## src/rtl/lc3b_types.sv

```systemverilog
// Shared LC-3b types: machine word and the memory access FSM state encoding.
package lc3b_types;

  typedef logic [15:0] lc3b_word;

  typedef enum logic [1:0] {
    IDLE,
    PTR,
    DATA,
    DONE
  } mem_access_state_t;

endpackage

```

## src/rtl/mem_byte_align.sv

```systemverilog
// Combinational byte-lane steering between the MEM stage and a 16-bit memory.
module mem_byte_align
  import lc3b_types::*;
(
  input  lc3b_word   addr_i,
  input  lc3b_word   wdata_i,
  input  lc3b_word   mem_rdata_i,
  input  logic       byte_i,
  output lc3b_word   mem_address_o,
  output lc3b_word   mem_wdata_o,
  output logic [1:0] byte_enable_o,
  output lc3b_word   rdata_o
);

  // Word accesses are always aligned; byte accesses keep the lane select in bit 0.
  assign mem_address_o = byte_i ? addr_i : {addr_i[15:1], 1'b0};
  assign byte_enable_o = byte_i ? (addr_i[0] ? 2'b10 : 2'b01) : 2'b11;
  assign mem_wdata_o   = byte_i ? {wdata_i[7:0], wdata_i[7:0]} : wdata_i;
  assign rdata_o       = byte_i ? {8'h00, (addr_i[0] ? mem_rdata_i[15:8] : mem_rdata_i[7:0])}
                                : mem_rdata_i;

endmodule

```

## src/rtl/mem_access_unit.sv

```systemverilog
// MEM-stage memory access unit: direct and indirect word/byte loads and stores
// against a single-port memory with a one-cycle acknowledge.
module mem_access_unit
  import lc3b_types::*;
(
  input  logic       clk,
  input  logic       rst,
  input  logic       req_read,
  input  logic       req_write,
  input  logic       req_byte,
  input  logic       req_indirect,
  input  lc3b_word   req_addr,
  input  lc3b_word   req_wdata,
  output logic       stall,
  output logic       done,
  output lc3b_word   rdata,
  output logic       mem_read,
  output logic       mem_write,
  output lc3b_word   mem_address,
  output lc3b_word   mem_wdata,
  output logic [1:0] mem_byte_enable,
  input  lc3b_word   mem_rdata,
  input  logic       mem_resp
);

  mem_access_state_t state_q, state_d;
  logic     op_write_q, op_write_d;
  logic     byte_q, byte_d;
  logic     indirect_q, indirect_d;
  lc3b_word addr_q, addr_d;
  lc3b_word wdata_q, wdata_d;
  lc3b_word ptr_q, ptr_d;
  lc3b_word rdata_q, rdata_d;

  lc3b_word   align_address;
  lc3b_word   align_wdata;
  lc3b_word   align_rdata;
  logic [1:0] align_be;

  mem_byte_align u_align (
    .addr_i        (indirect_q ? ptr_q : addr_q),
    .wdata_i       (wdata_q),
    .mem_rdata_i   (mem_rdata),
    .byte_i        (byte_q),
    .mem_address_o (align_address),
    .mem_wdata_o   (align_wdata),
    .byte_enable_o (align_be),
    .rdata_o       (align_rdata)
  );

  always_ff @(posedge clk or posedge rst) begin
    if (rst) begin
      state_q    <= IDLE;
      op_write_q <= 1'b0;
      byte_q     <= 1'b0;
      indirect_q <= 1'b0;
      addr_q     <= '0;
      wdata_q    <= '0;
      ptr_q      <= '0;
      rdata_q    <= '0;
    end else begin
      state_q    <= state_d;
      op_write_q <= op_write_d;
      byte_q     <= byte_d;
      indirect_q <= indirect_d;
      addr_q     <= addr_d;
      wdata_q    <= wdata_d;
      ptr_q      <= ptr_d;
      rdata_q    <= rdata_d;
    end
  end

  always_comb begin
    state_d         = state_q;
    op_write_d      = op_write_q;
    byte_d          = byte_q;
    indirect_d      = indirect_q;
    addr_d          = addr_q;
    wdata_d         = wdata_q;
    ptr_d           = ptr_q;
    rdata_d         = rdata_q;
    stall           = 1'b0;
    done            = 1'b0;
    mem_read        = 1'b0;
    mem_write       = 1'b0;
    mem_address     = align_address;
    mem_byte_enable = 2'b00;

    case (state_q)
      IDLE: begin
        if (req_read || req_write) begin
          stall      = 1'b1;
          // A simultaneous read and write is a read; indirect forces word size.
          op_write_d = req_write & ~req_read;
          byte_d     = req_byte & ~req_indirect;
          indirect_d = req_indirect;
          addr_d     = req_addr;
          wdata_d    = req_wdata;
          state_d    = req_indirect ? PTR : DATA;
        end
      end
      PTR: begin
        stall           = 1'b1;
        mem_read        = 1'b1;
        mem_address     = {addr_q[15:1], 1'b0};
        mem_byte_enable = 2'b11;
        if (mem_resp) begin
          ptr_d   = mem_rdata;
          state_d = DATA;
        end
      end
      DATA: begin
        stall           = 1'b1;
        mem_read        = ~op_write_q;
        mem_write       = op_write_q;
        mem_byte_enable = align_be;
        if (mem_resp) begin
          if (!op_write_q) rdata_d = align_rdata;
          state_d = DONE;
        end
      end
      DONE: begin
        done    = 1'b1;
        state_d = IDLE;
      end
      default: state_d = IDLE;
    endcase
  end

  assign mem_wdata = align_wdata;
  assign rdata     = rdata_q;

endmodule

```

## config.mk

```make
export PLATFORM = sky130hd
export DESIGN_NAME = mem_access_unit
export DESIGN_NICKNAME = d
export VERILOG_FILES = /design/src/rtl/lc3b_types.sv /design/src/rtl/mem_byte_align.sv /design/src/rtl/mem_access_unit.sv
export SDC_FILE = /design/constraint.sdc
export NUM_CORES = 1
export LEC_CHECK = 0
export CORE_MARGIN = 1
export CORE_UTILIZATION = 46
export CTS_CLUSTER_DIAMETER = 100
export DETAILED_ROUTE_END_ITERATION = 7
export PLACE_DENSITY = 0.8
export SLEW_MARGIN = 40
export SYNTH_ARGS = -nofsm -noshare
export SYNTH_HDL_FRONTEND = slang
export SYNTH_SLANG_ARGS = --single-unit
```

## constraint.sdc

```tcl
create_clock -name clk -period 3.2 [get_ports clk]
set_input_delay 0.8 -clock clk [delete_from_list [all_inputs] [get_ports clk]]
set_output_delay 0.8 -clock clk [all_outputs]
set_load 0.005 [all_outputs]
```

### After elaboration in Yosys (flattened, before gate mapping)

Cells that the tools add are included.

* register bits: 69
* input bits: 55
* output and inout bits: 54
* word-level logic and storage cells: 45

* equality and inequality tests: 6
* muxes and demuxes: 19
* bitwise operators: 5
* reductions and logical operators: 7

Operator list (count)
* 16-bit 2-to-1 mux: 4
* 2-bit 2-to-1 mux: 6
* 8-bit 2-to-1 mux: 1
* 2-bit case mux with 4 select lines: 1
* 2-bit inequality test (second input constant): 3
* 3-bit AND reduction: 2
* 2-bit equality test (second input constant): 2
* 1-bit 2-to-1 mux: 4
* 1-bit case mux with 2 select lines: 2
* 2-bit case mux with 2 select lines: 1
* 2-bit AND reduction: 2
* 1-bit NOT: 3
* 1-bit bitwise AND: 2
* 2-bit by 1-bit equality test with 1-bit output (second input constant): 1
* 2-bit zero test: 1
* 2-bit OR reduction: 1
* 1-bit logical OR: 1

### Longest topological paths before layout

Gate-level depths: netlist of run 1.

* depth in word-level cells: 4
* depth in mapped cells: 6
* mapped depth without buffers: 5

### Modules after synthesis

From an unflattened synthesis of run 1, not the netlist that was laid out.

* cell total of the unflattened synthesis: 263
* area, all modules: 3664.8 sq um

By module, submodules not included
* mem_access_unit: times used 1, cells an instance 211, area an instance 3175.5 sq um, seq. area each 1726.7 sq um
* mem_byte_align: times used 1, cells an instance 52, area an instance 489.2 sq um, seq. area each 0.0 sq um

### Least setup slack after synthesis of run 1

OpenSTA, ideal clock, no wires.

* path type: input to output
* start point: input req_write
* end point: output stall
* arrival time: 1342 ps
* required time: 2400 ps
* path slack: 1058 ps
* stages: 3
* path buffers: 1
* cells stage by stage: o21ai_4 -> buf_8 -> a21oi_1

* longest elaborated chain between the ends: 3

Ends and longest elaborated chain
* start: declaration: line mem_access_unit.sv:9 `input logic req_write,`
* 1-bit logical OR: line mem_access_unit.sv:91 `if (req_read || req_write) begin`
* 1-bit 2-to-1 mux: line mem_access_unit.sv:91
* 1-bit case mux with 2 select lines: line mem_access_unit.sv:89 `case (state_q)`
* end: declaration: line mem_access_unit.sv:14 `output logic stall,`

Every way passes these cells.

### Final worst setup path of run 1

* start point: register state_q[1]
* end point: output mem_address[15]

* longest elaborated chain between the ends: 2

Ends and longest elaborated chain
* start: declaration: line mem_access_unit.sv:26 `mem_access_state_t state_q, state_d;`
* start signal: assignment: line mem_access_unit.sv:62 `state_q <= state_d;`
* 2-bit by 1-bit equality test with 1-bit output: line mem_access_unit.sv:89
* 16-bit 2-to-1 mux: line mem_access_unit.sv:89
* end: declaration: line mem_access_unit.sv:19 `output lc3b_word mem_address,`

Every way passes these cells.

==> out/metrics.csv, run 1 <==
stage,metric,value,unit
pwr,internal-power,0.003378,W
pwr,p_sw,0.001483,W
synth,synth_top_area_cell,dfrtp_1,
timing,fin_crit,2967,ps
final_layout,nets,424,
setup_path,crit_required,2400,ps
setup_path,reg2regPathDepth,5,
global_routing,grt_use_total,0.2066,
setup_path,cp_max_fo,9,
final_layout,fin_area,0.004613,mm2
timing,relSlewSlack,0.4797,
synth,synth_cells,257,
placed_design,gp_congestion,0.7715,
timing,setup_viol,0,
route,vias,2317,
global_routing,antenna_found_initial,0,
floorplan,num_rows,30,
floorplan,coreArea,0.006869,mm2
final_layout,drive_above_1_share,0.2690,
timing,maxSlewViolCount,0,
route,routed_via_density,4.994,
timing,setup-tns-final,0,ps
outcome,status,completed,
synth,yosys-top-cells-area,"dfrtp_1 (52%), mux2_2 (21%), mux2_4 (5.5%)",
floorplan,die_w,86.76,um
route,final_antenna_net_count,0,
global_routing,grt_pass1_wl,11.72,mm
floorplan,start_util,0.4811,
route,drtIter0Drc,120,
final_layout,diodes,0,
synth,synth-seq-cells,69,
synth,synth.top_cell.area_share,0.5225,
final_layout,seqCellArea,0.001727,mm2
timing,tightestPinTransition,778.0,ps
setup_path,path_class,flip-flop to output port,
pwr,power.density,1054,mW/mm2
synth,synth-seq-area-share,0.5225,
clocking,post-cts-setup-buffers,0,
min_path,whs_path_depth,2,
pwr,ir_drop,0.0008230,V
final_layout,fillers,531,
synth,netlist_area,0.003304,mm2
pwr,p_leak,1.978,nW
global_routing,grt_max_degree,45,
timing,fin_crit_sh,0.9272,
timing,finClkSkew,6.112,ps
synth,syn_avg_cell_area,12.86,um2
run,drv_cap,0,
timing,final_hold_viol_count,0,
synth,yosys_warnings,0,
clocking,clock-sinks,69,
min_path,hold_path_end,rdata[8]$_DFFE_PP0P_,
setup_path,crit_arrival,2170,ps
clocking,clk_pin_slew,70,ps
final_layout,area_growth,39.61,%
setup_path,critPathLaunchType,flip-flop,
clocking,htree_levels,3,
pwr,p_comb_frac,0.523,
route,drc,0,
route,routedWlPerCell,15.57,um
route,routed_wirelength,7.224,mm
floorplan,die_h,86.76,um
min_path,hp-start,rdata[8]$_DFFE_PP0P_,
final_layout,final_common_cell,clkdlybuf4s50_1,
setup_path,r2r-end,rdata[2]$_DFFE_PP0P_,
setup_path,crit_path_end_kind,output port,
clocking,holdBufCountCts,0,
clocking,cts-resized-gates,0,
setup_path,rrSetupSlack,1070,ps
clocking,cts_made_buffers,9,
clocking,clock_latency,340,ps
clocking,cts_tree,built,
final_layout,mostFrequentLayoutCells,"clkdlybuf4s50_1 (108), dfrtp_1 (69), mux2_2 (62)",
pwr,clock_power_share,0.154,
floorplan,ios,109,
placed_design,postPlaceCellArea,0.004407,mm2
clocking,cts_root_buf,clkbuf_8,
pwr,swShare,0.3051,
floorplan,die-area,0.007526,mm2
global_routing,grt_overflow,0,
route,dr.pass1.iters,4,
final_layout,multi_input_area,0.001391,mm2
placed_design,port_buffers,108,
timing,max_freq,337.0,MHz
setup_path,r2r-start,state_q[0]$_DFFE_PP0P_,
timing,grt_setup_unrepaired,false,
pwr,seq_power_share,0.322,
clocking,clockBufferDepth,2,
synth,syn_nets,318,
min_path,hold_class,flip-flop to flip-flop,
placed_design,dpl.hpwl,5.203,mm
global_routing,grt_pass1_vias,2347,
synth,ys_types,26,
## metal layers
metal / share of wire / up-vias / global-route usage
met3: 0.043 / 6 / 0.05048
li1: - / 1109 / -
met4: 0.011 / 0 / 0.06061
met2: 0.49 / 74 / 0.3276
met5: 0 / - / 0
met1: 0.46 / 1128 / 0.2828
## synth_stat cells
library cell  instances
clkbuf_1              1
buf_6                 2
buf_8                 3
a31oi_1               8
and2_1                1
and3b_1               1
nand2b_1              3
mux2_4               12
nand2_2               1
mux2_2               62
clkinv_1              1
o2bb2ai_1             1
inv_1                 5
mux2i_2               1
nand2_1              17
dfrtp_1              69
o21ai_0              19
mux2i_1               3
nor3_1                1
nor2_1               10
buf_4                 9
a21oi_1              14
ha_1                  6
buf_2                 5
nand3b_1              1
o21ai_4               1
## worst max-delay path by stage
stage	startpoint	to	slack, ps	depth (start not counted)
final	state_q[1]$_DFFE_PP0P_	mem_address[15]	230	6
after global routing	state_q[1]$_DFFE_PP0P_	mem_address[15]	80	6
after CTS	state_q[1]$_DFFE_PP0P_	mem_address[15]	200	6
after detailed placement	req_write	stall	320	4
after global placement	req_write	stall	330	4
after floorplan	rst	addr_q[0]$_DFFE_PP0P_	660	1
## state kept, by name, summed over array words and instances, names as in the netlist
| register | flops |
|---|---|
| op_write_q | 1 |
| addr_q | 16 |
| state_q | 2 |
| byte_q | 1 |
| ptr_q | 16 |
| rdata | 16 |
| wdata_q | 16 |
| indirect_q | 1 |
## final cells by class
| type | instances | share of cell area |
|---|---|---|
| flip-flops and latches | 69 | 0.3743 |
| multi-input cells | 162 | 0.3016 |
| repair buffers | 115 | 0.2484 |
| clock buffers | 11 | 0.02848 |
| well taps | 96 | 0.02604 |
| clock inverters | 5 | 0.01627 |
| inverters | 6 | 0.004882 |
## worst max-delay path, stage by stage, from the launching register on
cell	delay, ps
dfrtp_1	410
inv_1	150
ha_1	160
nand2b_1	110
buf_4	210
mux2_2	360
clkdlybuf4s50_1	440
## power by group through the flow
stage | sequential (W) | clock (W) | combinational (W)
2_1_floorplan | 0.00152 | 0 | 0.00152
3_3_place_gp | 0.00156 | 0 | 0.00251
3_5_place_dp | 0.00158 | 0 | 0.00256
4_1_cts | 0.00157 | 0.000760 | 0.00257
5_1_grt | 0.00163 | 0.000810 | 0.00277
6_report | 0.00157 | 0.000750 | 0.00254
## cell families after synthesis
logic type                 Yosys count  synth area share
and+or+nand+nor                     35           0.04658
muxes                               78            0.2791
AOI/OAI and AO/OA                   43           0.07270
adders and majority gates            6           0.02272
DFF                                 69            0.5225
buffers and inverters               26           0.05641
## stage by stage
stage	hold slack [ps]	worst slack [ps]	utilization	total power (W)	cells
2_1_floorplan	473.3	660.1	-	0.003036	257
3_3_place_gp	469.8	327.5	0.6415	0.004069	448
3_5_place_dp	473.4	320.7	0.6415	0.004145	448
4_1_cts	489.6	199.3	0.6716	0.004902	464
5_1_grt	521.3	82.11	0.6716	0.005202	464
6_report	494.2	232.9	0.6716	0.004861	464
Power figures use the tool's default switching activity.
==> run 2, diff against run 1 <==
clock period = 2.85 ns   (was 3.2 ns; I/O delays follow)
==> run 2 against run 1 <==
Effect of this change:
- clock skew increased by 2.8 ps
- first-iteration DRC count increased by 16%
- largest cell class unchanged
- critical endpoint is now mem_address[14]
- design area decreased by 0.14%
==> out/metrics.csv, run 2 (synthesized netlist as in run 1, its figures left out) <==
stage,metric,value,unit,change
setup_path,path_class,flip-flop to output port,,
timing,maxSlewViolCount,0,,unchanged
floorplan,die-area,0.007526,mm2,unchanged
placed_design,dpl.hpwl,5.429,mm,+4.3%
timing,setup_viol,0,,unchanged
route,vias,2349,,+1.4%
timing,setup-tns-final,0,ps,unchanged
final_layout,diodes,0,,unchanged
clocking,clock-sinks,69,,unchanged
pwr,ir_drop,0.0007565,V,-8.1%
timing,tightestPinTransition,486.3,ps,-291.7 ps
run,drv_cap,0,,unchanged
final_layout,area_growth,39.42,%,
global_routing,grt_pass1_vias,2473,,+5.4%
global_routing,grt_use_total,0.2173,,+0.01076
route,drc,0,,unchanged
clocking,holdBufCountCts,0,,unchanged
setup_path,crit_buf_inv,2,,-1
placed_design,port_buffers,108,,unchanged
clocking,htree_levels,3,,unchanged
timing,max_freq,362.8,MHz,
floorplan,coreArea,0.006869,mm2,unchanged
min_path,whs_path_depth,2,,unchanged
clocking,clockBufferDepth,2,,unchanged
setup_path,cp_max_fo,6,,-3
floorplan,die_h,86.76,um,unchanged
final_layout,final_common_cell,clkdlybuf4s50_1,,
global_routing,grt_max_degree,39,,-13%
setup_path,crit_path_end_kind,output port,,
pwr,finalPower,0.005365,W,+10%
floorplan,ios,109,,unchanged
setup_path,r2r-end,wdata_q[9]$_DFFE_PP0P_,,
pwr,p_leak,1.991,nW,+0.62%
clocking,cts_tree,built,,
floorplan,num_rows,30,,unchanged
setup_path,reg2regPathDepth,5,,unchanged
clocking,cts_root_buf,clkbuf_8,,
timing,finClkSkew,8.956,ps,+2.843 ps
route,routedWlPerCell,16.01,um,+2.9%
clocking,clk_pin_slew,70,ps,about the same
setup_path,max_stage_delay,460,ps,+20 ps
timing,relSlewSlack,0.6758,,+0.1961
floorplan,start_util,0.4811,,unchanged
global_routing,grt_overflow,0,,unchanged
placed_design,gp_congestion,0.7625,,-1.2%
min_path,hp-start,rdata[9]$_DFFE_PP0P_,,
min_path,hold_path_end,rdata[9]$_DFFE_PP0P_,,
setup_path,rrSetupSlack,980,ps,-90 ps
setup_path,critPathLaunchType,flip-flop,,
floorplan,die_w,86.76,um,unchanged
timing,fin_crit,2756,ps,
final_layout,drive_above_1_share,0.2830,,+0.01400
pwr,power.density,1165,mW/mm2,+11%
timing,final_hold_viol_count,0,,unchanged
final_layout,mostFrequentLayoutCells,"clkdlybuf4s50_1 (106), dfrtp_1 (68), mux2_2 (62)",,
setup_path,crit_chain,ha_1 -> nand2b_4 -> buf_6 -> mux2_4 -> clkdlybuf4s50_1,,
final_layout,nets,428,,+0.94%
route,routed_via_density,5.030,,+0.73%
outcome,status,completed,,
setup_path,cp_slowest_cell,clkdlybuf4s50_1,,
clocking,clock_latency,340,ps,about the same
placed_design,dp_cells,450,,+0.45%
setup_path,crit_required,2140,ps,-260 ps
setup_path,crit_arrival,2040,ps,-130 ps
clocking,cts_made_buffers,9,,unchanged
timing,fin_crit_sh,0.9671,,
route,dr.pass1.iters,4,,unchanged
min_path,hold_class,flip-flop to flip-flop,,
setup_path,r2r-start,state_q[0]$_DFFE_PP0P_,,
final_layout,fin_cells,467,,+0.65%
route,final_antenna_net_count,0,,unchanged
global_routing,grt_pass1_wl,12.16,mm,+3.8%
timing,grt_setup_unrepaired,false,,
global_routing,antenna_found_initial,0,,unchanged
route,routed_wirelength,7.478,mm,+3.5%
setup_path,path_delay_family,buffers and inverters,,
route,drtIter0Drc,139,,+16%
run 2: worst min-delay path: stages, from the launching register on:
cell	delay [ps]
dfrtp_1	340
nand2_1	50
o21ai_0	60
run 2: timing repair:
| item | in CTS | in global routing |
|---|---|---|
| endpoints found under the setup margin | 11 | 19 |
| cloned | 1 | 0 |
| gates resized for setup | 4 | 6 |
| buffers inserted | 1 | 0 |
| hold endpoints to repair | 0 | 0 |
run 2: worst max-delay path by stage:
stage,depth (start not counted),endpoint,start,slack [ps]
finish,5,mem_address[14],state_q[0]$_DFFE_PP0P_,90
floorplan,1,addr_q[0]$_DFFE_PP0P_,rst,400
global route,5,mem_byte_enable[1],state_q[0]$_DFFE_PP0P_,9
detailed placement,4,stall,req_write,140
CTS,5,mem_address[14],state_q[0]$_DFFE_PP0P_,3
global placement,4,stall,req_write,160
run 2: area by class of cell:
class | instances | area, um2
fillers | 546 | 2262
clock inverters | 2 | 10.01
well taps | 96 | 120.1
clock buffers | 13 | 148.9
multi-input cells | 162 | 1401
flip-flops and latches | 69 | 1728
repair buffers | 119 | 1176
inverters | 6 | 22.52
run 2: stage by stage:
step           hold WS, ps  area (um2)    util  worst slack, ps
6_report             487.3        4607  0.6707            93.77
5_1_grt              516.3        4607  0.6707            9.447
3_5_place_dp         473.5        4409  0.6419            136.3
2_1_floorplan        473.3        3304       -            397.6
4_1_cts              488.3        4593  0.6687            2.523
3_3_place_gp         464.9        4409  0.6419            158.9
run 2: per-layer routing:
metal	track usage	routed length [um]	vias to the layer above
li1	-	-	1108
met1	0.2774	3219	1160
met2	0.3651	3807	69
met3	0.03714	310	12
met4	0.09545	140	0
met5	0	0	-
run 2: power breakdown:
group	switching, W	internal (W)	total, W
clock network	0.000339	0.000333	0.000672
logic	0.00103	0.00186	0.00289
registers	0.000319	0.00148	0.00180
total	0.00169	0.00368	0.00537
